## src/rtl/mips_io_ctrl_if.sv

```systemverilog
// rtl/mips_io_ctrl_if.sv - processor IO bus between the MIPS core and the IO controller
interface mips_io_ctrl_if;
  logic [3:0]  IOAddr;
  logic        IOWriteEn;
  logic [31:0] IOWriteData;
  logic [31:0] IOReadData;

  modport master (output IOAddr, IOWriteEn, IOWriteData, input IOReadData);
  modport slave  (input IOAddr, IOWriteEn, IOWriteData, output IOReadData);
endinterface

```

## src/rtl/mips_io_ctrl.sv

```systemverilog
// rtl/mips_io_ctrl.sv - memory-mapped IO: display register, debounced switches, tick timer
module mips_io_ctrl #(
  parameter int DEBOUNCE_CYCLES = 20000,
  parameter int TICK_DIV        = 1000000
) (
  input  logic           CLK,
  input  logic           RESET,
  mips_io_ctrl_if.slave  bus,
  input  logic [1:0]     IN,
  output logic [27:0]    DispReg
);
  localparam int DW = (DEBOUNCE_CYCLES > 2) ? $clog2(DEBOUNCE_CYCLES) : 1;
  localparam int PW = (TICK_DIV > 2) ? $clog2(TICK_DIV) : 1;

  logic [1:0]    r_sync1;
  logic [1:0]    r_sync2;
  logic [1:0]    r_sync2_prev;
  logic [1:0]    r_sw_stable;
  logic [DW-1:0] r_db_cnt;
  logic [PW-1:0] r_presc;
  logic          r_tick_flag;
  logic [31:0]   r_tick_count;
  logic [27:0]   r_disp;

  logic w_wrap;
  logic w_wr_disp;
  logic w_wr_clr;
  logic w_wr_count;

  assign w_wrap     = (r_presc == PW'(TICK_DIV - 1));
  assign w_wr_disp  = bus.IOWriteEn && (bus.IOAddr == 4'h0);
  assign w_wr_clr   = bus.IOWriteEn && (bus.IOAddr == 4'h8) && bus.IOWriteData[0];
  assign w_wr_count = bus.IOWriteEn && (bus.IOAddr == 4'hC);

  always_ff @(posedge CLK) begin
    if (RESET) begin
      r_sync1      <= 2'b00;
      r_sync2      <= 2'b00;
      r_sync2_prev <= 2'b00;
      r_sw_stable  <= 2'b00;
      r_db_cnt     <= '0;
      r_presc      <= '0;
      r_tick_flag  <= 1'b0;
      r_tick_count <= 32'h0;
      r_disp       <= 28'h0;
    end else begin
      r_sync1      <= IN;
      r_sync2      <= r_sync1;
      r_sync2_prev <= r_sync2;

      // Any bounce, or agreement with the accepted value, restarts the stability count.
      if ((r_sync2 == r_sw_stable) || (r_sync2 != r_sync2_prev)) begin
        r_db_cnt <= '0;
      end else if (r_db_cnt == DW'(DEBOUNCE_CYCLES - 1)) begin
        r_sw_stable <= r_sync2;
        r_db_cnt    <= '0;
      end else begin
        r_db_cnt <= r_db_cnt + 1'b1;
      end

      r_presc <= w_wrap ? '0 : r_presc + 1'b1;

      // Set beats clear so a tick landing on a clear is never lost.
      if (w_wrap) begin
        r_tick_flag <= 1'b1;
      end else if (w_wr_clr) begin
        r_tick_flag <= 1'b0;
      end

      if (w_wr_count) begin
        r_tick_count <= bus.IOWriteData;
      end else if (w_wrap) begin
        r_tick_count <= r_tick_count + 32'h1;
      end

      if (w_wr_disp) begin
        r_disp <= bus.IOWriteData[27:0];
      end
    end
  end

  always_comb begin
    bus.IOReadData = 32'h0;
    case (bus.IOAddr)
      4'h0:    bus.IOReadData = {4'b0, r_disp};
      4'h4:    bus.IOReadData = {30'b0, r_sw_stable};
      4'h8:    bus.IOReadData = {31'b0, r_tick_flag};
      4'hC:    bus.IOReadData = r_tick_count;
      default: bus.IOReadData = 32'h0;
    endcase
  end

  assign DispReg = r_disp;
endmodule
```

## src/flat_wrapper.sv

```systemverilog
// flat-port wrapper written by rule: the top's interface ports become plain ports
module mips_io_ctrl_flat 
#(
  parameter int DEBOUNCE_CYCLES = 20000,
  parameter int TICK_DIV        = 1000000
)
  (CLK, RESET, IN, DispReg, bus_IOAddr, bus_IOWriteEn, bus_IOWriteData, bus_IOReadData);
  mips_io_ctrl_if bus_i ();
  input  logic CLK;
  input  logic RESET;
  input  logic [1:0] IN;
  output logic [27:0] DispReg;
  input wire logic [$bits(bus_i.IOAddr)-1:0] bus_IOAddr;
  input wire logic [$bits(bus_i.IOWriteEn)-1:0] bus_IOWriteEn;
  input wire logic [$bits(bus_i.IOWriteData)-1:0] bus_IOWriteData;
  output wire logic [$bits(bus_i.IOReadData)-1:0] bus_IOReadData;
  assign bus_i.IOAddr = bus_IOAddr;
  assign bus_i.IOWriteEn = bus_IOWriteEn;
  assign bus_i.IOWriteData = bus_IOWriteData;
  assign bus_IOReadData = bus_i.IOReadData;
  mips_io_ctrl #(.DEBOUNCE_CYCLES(DEBOUNCE_CYCLES), .TICK_DIV(TICK_DIV)) u_core (.CLK(CLK), .RESET(RESET), .bus(bus_i), .IN(IN), .DispReg(DispReg));
endmodule
```

## config.mk

```make
export PLATFORM = sky130hd
export DESIGN_NAME = mips_io_ctrl_flat
export DESIGN_NICKNAME = d
export VERILOG_FILES = /design/src/rtl/mips_io_ctrl_if.sv /design/src/rtl/mips_io_ctrl.sv /design/src/flat_wrapper.sv
export SDC_FILE = /design/constraint.sdc
export NUM_CORES = 1
export LEC_CHECK = 0
export ABC_AREA = 1
export BUFFER_PORTS_ARGS = -buffer_cell sky130_fd_sc_hd__buf_2
export CAP_MARGIN = 20
export CORE_MARGIN = 10
export CORE_UTILIZATION = 57
export CTS_CLUSTER_SIZE = 25
export DETAILED_ROUTE_END_ITERATION = 8
export PLACE_DENSITY = 0.81
export SYNTH_ARGS = -nofsm -noshare
export SYNTH_HDL_FRONTEND = slang
export SYNTH_SLANG_ARGS = --single-unit
```

## constraint.sdc

```tcl
create_clock -name CLK -period 1.9 [get_ports CLK]
set_input_delay 0.19 -clock CLK [delete_from_list [all_inputs] [get_ports CLK]]
set_output_delay 0.19 -clock CLK [all_outputs]
set_load 0.01 [all_outputs]
```

==> flow_summary.json <==
{
  "grt_start_max_net_pins": 37,
  "io_buffer_count": 100,
  "synth-main-ff-cell": "sky130_fd_sc_hd__dfxtp_1",
  "final-max-slew-violation-count": 0,
  "globalRoute.totalOverflow": 0,
  "floorplan.initialDensity_pct": 59.31,
  "die_w_um": 121.3,
  "reg2reg_slack_ns": 0.17,
  "synth-edff-count": 0,
  "number_of_global_route_vias_before_repair": 5780,
  "worst-path-max-fanout": 4,
  "drt-initial-drc-count": 550,
  "avgSynthCellArea_um2": 6.472,
  "final_worst_path_cycle_share_pct": 90.85,
  "diodes": 0,
  "crit_start": "u_core.r_tick_count[1]",
  "die_height_um": 121.3,
  "reg2reg_from": "u_core.r_tick_count[1]",
  "via_count": 6098,
  "mappedNetlistArea_um2": 5851,
  "max_clock_freq_mhz": 579.3,
  "crit_top_cell": "sky130_fd_sc_hd__nand2_1",
  "critPathMaxStageDelay_ns": 0.41,
  "cp-start-kind": "flip-flop",
  "area_growth_pct": 14.97,
  "nFillCells": 907,
  "hold_viol_final": 0,
  "route.detailed.wl_per_inst_um": 14.05,
  "clock_tree.root_cell": "sky130_fd_sc_hd__clkbuf_8",
  "gp_congestion": 0.9770,
  "p_total_mw": 3.951,
  "peakVddDrop_uv": 337.3,
  "synth_seq_area_share_pct": 35.59,
  "grt_pass1_wl_um": 26680,
  "first_pass_iters": 6,
  "netlist-cell-type-count": 42,
  "power_density_of_the_placed_cells_nw_per_um2": 587.3,
  "slew_headroom_pct": 70.56,
  "globalRouteMet3Util_pct": 5.770,
  "setup_violations": 0,
  "syn-instance-count": 904,
  "drt_drc_violations_left": 0,
  "critical_path.slowest_cell": "sky130_fd_sc_hd__dfxtp_1",
  "hold_path.class": "in2reg",
  "final.min_clock_period_ns": 1.726,
  "min_path_cells": 3,
  "transition_time_at_the_pin_with_the_least_slew_margin_ns": 0.4416,
  "final_antenna_net_count": 0,
  "synth.net_count": 948,
  "async_flop_share_pct": 0,
  "viasPerCell": 5.340,
  "rows": 36,
  "tritoncts": "done",
  "met2_resource_use_gr_pct": 36.20,
  "power_leakage_nw": 2.741,
  "multi_input_area_um2": 3138,
  "hold_path_startpoint": "IN[0]",
  "final.setup.tns_ns": 0,
  "dpl.hpwl_um": 12180,
  "run_status": "finished, final reports clean",
  "worst-endpoint-required_ns": 2.16,
  "global_route.peak_usage_layer": "met2",
  "final.setup_skew_ns": 0.01361,
  "grt_antenna_before_repair": 0,
  "core-area_um2": 9864,
  "die_area_um2": 14720,
  "rr_endpoint": "u_core.r_tick_count[24]",
  "synth.yosys.warnings": 0,
  "clkSlewWorstSetupHoldPaths_ns": 0.09,
  "worstHoldEndpoint": "u_core.r_sync1[0]",
  "synth-seq-cells": 104,
  "finalWirelength_um": 16040,
  "finish.net_count": 1048,
  "grtUsageMet1_pct": 26.55,
  "setup.worst_path.end_class": "flip-flop",
  "cp.arrival_ns": 1.98,
  "total_track_usage_pct": 21.59,
  "grt_setup_unrepaired": "false",
  "cts_made_buffers": 9,
  "clk_latency_worst_skew_pair_ns": 0.38,
  "cts_htree_levels": 3,
  "fraction_of_layout_instances_using_a_drive_strength_above_1_pct": 17.74,
  "max-cap-violations": 0,
  "boundaryPins": 101,
  "clock_sinks": 104,
  "cells_traversed_along_the_worst_timing_path": "ha_1 -> nand2_1 -> nor2_4 -> nand2_2 -> nor2_2 -> nand2_1 -> nand2_1 -> nand2_1 -> a21oi_1 -> nor2_1",
  "criticalPathCategory": "reg2reg",
  "reg2regPathDepth": 10,
  "final-seq-area_um2": 2082,
  "cts_buffer_depth": 2
}
[where the power goes]
part | switching (mW) | leakage [nW] | total, mW | internal [mW]
registers | 0.0230 | 0.841 | 2.23 | 2.21
clock network | 0.778 | 0.107 | 1.46 | 0.685
logic | 0.158 | 1.79 | 0.254 | 0.0960
[cells by family (layout without fill, tap and decap cells)]
logic type | count (synthesis) | after routing | synth area share [%]
and+or+nand+nor | 472 | 472 | 36.08
buffers and inverters | 155 | 260 | 10.91
AOI/OAI and AO/OA | 149 | 149 | 13.64
DFF | 104 | 104 | 35.59
xor gates and xnor gates | 21 | 21 | 3.144
adders and majority gates | 3 | 3 | 0.6416
[metal layers]
metal  up-vias  wire, µm
met5         -         0
met4         0       194
li1       3097         -
met3        20      1325
met2       207      7552
met1      2774      6970
[cell type report]
class | count | share of cell area [%]
multi-input combinational | 645 | 46.65
inverter | 124 | 6.938
tap | 133 | 2.474
sequential | 104 | 30.95
clock inverter | 4 | 0.7813
clock buffer | 12 | 2.307
timing repair buffer | 120 | 9.896
[worst max-delay path, delay by kind of cell (launching register included)]
kind                       cells  cell delay [ns]
adders and majority gates      1             0.22
and+or+nand+nor                8             0.84
AOI/OAI and AO/OA              1             0.14
DFF                            1             0.41
[registers in the layout (all words and copies together) (netlist names), 2 cells and up]
register / flops
u_core.r_presc: 20
u_core.r_sync1: 2
u_core.r_sync2_prev: 2
u_core.r_tick_count: 32
u_core.DispReg: 28
u_core.r_sw_stable: 2
u_core.r_sync2: 2
u_core.r_db_cnt: 15
[how the worst max path moves through the flow]
| stage | end | depth (start not counted) |
|---|---|---|
| after floorplan | u_core.r_tick_count[15] | 11 |
| after global placement | u_core.r_tick_count[20] | 9 |
| after detailed placement | u_core.r_tick_count[15] | 11 |
| after CTS | u_core.r_tick_count[22] | 9 |
| after global routing | u_core.r_tick_count[27] | 11 |
| final | u_core.r_tick_count[24] | 10 |
[repair_timing]
| action | 4_1_cts | 5_1_grt |
|---|---|---|
| buffers inserted | 0 | 0 |
| gates resized for setup | 0 | 2 |
| setup endpoints to repair | 0 | 3 |
| hold buffers | 1 | 0 |
| endpoints found under the hold margin | 1 | 0 |
[through the flow]
step / worst slack [ns] / hold slack, ns / util [%] / instances / instance area (µm²)
final: 0.1738 / 0.02224 / 68.19 / 1142 / 6726
after global routing: 0.02135 / 0.02888 / 68.19 / 1142 / 6726
after CTS: 0.1540 / 0.01970 / 68.11 / 1142 / 6719
after detailed placement: 0.1789 / 0.3982 / 65.91 / 1125 / 6501
after global placement: 0.2020 / 0.3930 / 65.91 / 1125 / 6501
after floorplan: 0.3373 / 0.2970 / - / 904 / 5851
[placed cells by master (no fill, tap or decap), types with 2 or more instances in the layout]
cell type	instances
sky130_fd_sc_hd__a21oi_1	72
sky130_fd_sc_hd__a21oi_2	2
sky130_fd_sc_hd__a31oi_1	3
sky130_fd_sc_hd__buf_2	100
sky130_fd_sc_hd__buf_4	18
sky130_fd_sc_hd__clkbuf_8	11
sky130_fd_sc_hd__clkinv_2	2
sky130_fd_sc_hd__clkinv_4	2
sky130_fd_sc_hd__dfxtp_1	104
sky130_fd_sc_hd__ha_1	2
sky130_fd_sc_hd__inv_1	117
sky130_fd_sc_hd__inv_2	6
sky130_fd_sc_hd__nand2_1	221
sky130_fd_sc_hd__nand2_2	8
sky130_fd_sc_hd__nand3_1	75
sky130_fd_sc_hd__nand3_2	4
sky130_fd_sc_hd__nand4_1	13
sky130_fd_sc_hd__nor2_1	110
sky130_fd_sc_hd__nor2_2	9
sky130_fd_sc_hd__nor2_4	6
sky130_fd_sc_hd__nor3_1	12
sky130_fd_sc_hd__nor3_2	2
sky130_fd_sc_hd__nor3_4	2
sky130_fd_sc_hd__o21ai_0	44
sky130_fd_sc_hd__o22ai_1	23
sky130_fd_sc_hd__or2_0	2
sky130_fd_sc_hd__or2_2	2
sky130_fd_sc_hd__xnor2_1	8
sky130_fd_sc_hd__xor2_1	13
[synth_stat cells (2+ instances only)]
master / instances / share of area [%]
sky130_fd_sc_hd__buf_1: 2 / 0.13
sky130_fd_sc_hd__or2_0: 2 / 0.21
sky130_fd_sc_hd__buf_4: 2 / 0.26
sky130_fd_sc_hd__a21oi_1: 72 / 6.2
sky130_fd_sc_hd__inv_1: 117 / 7.5
sky130_fd_sc_hd__nor2_4: 5 / 0.96
sky130_fd_sc_hd__nor3_1: 12 / 1.0
sky130_fd_sc_hd__inv_2: 6 / 0.38
sky130_fd_sc_hd__nand3_2: 4 / 0.68
sky130_fd_sc_hd__a31oi_1: 3 / 0.32
sky130_fd_sc_hd__o22ai_1: 23 / 2.5
sky130_fd_sc_hd__buf_6: 2 / 0.38
sky130_fd_sc_hd__nor2_2: 10 / 1.1
sky130_fd_sc_hd__nand4_1: 13 / 1.4
sky130_fd_sc_hd__xnor2_1: 8 / 1.2
sky130_fd_sc_hd__ha_1: 3 / 0.64
sky130_fd_sc_hd__or2_2: 2 / 0.21
sky130_fd_sc_hd__dfxtp_1: 104 / 36
sky130_fd_sc_hd__nand2_1: 221 / 14
sky130_fd_sc_hd__buf_2: 8 / 0.68
sky130_fd_sc_hd__a21oi_2: 2 / 0.30
sky130_fd_sc_hd__clkbuf_1: 15 / 0.96
sky130_fd_sc_hd__nand2_2: 8 / 0.86
sky130_fd_sc_hd__nor3_4: 2 / 0.56
sky130_fd_sc_hd__nand3_1: 75 / 6.4
sky130_fd_sc_hd__buf_8: 2 / 0.51
sky130_fd_sc_hd__nor3_2: 2 / 0.34
sky130_fd_sc_hd__o21ai_0: 44 / 3.8
sky130_fd_sc_hd__nor2_1: 110 / 7.1
sky130_fd_sc_hd__xor2_1: 13 / 1.9
No activity file was read; power rests on OpenSTA's default activity.
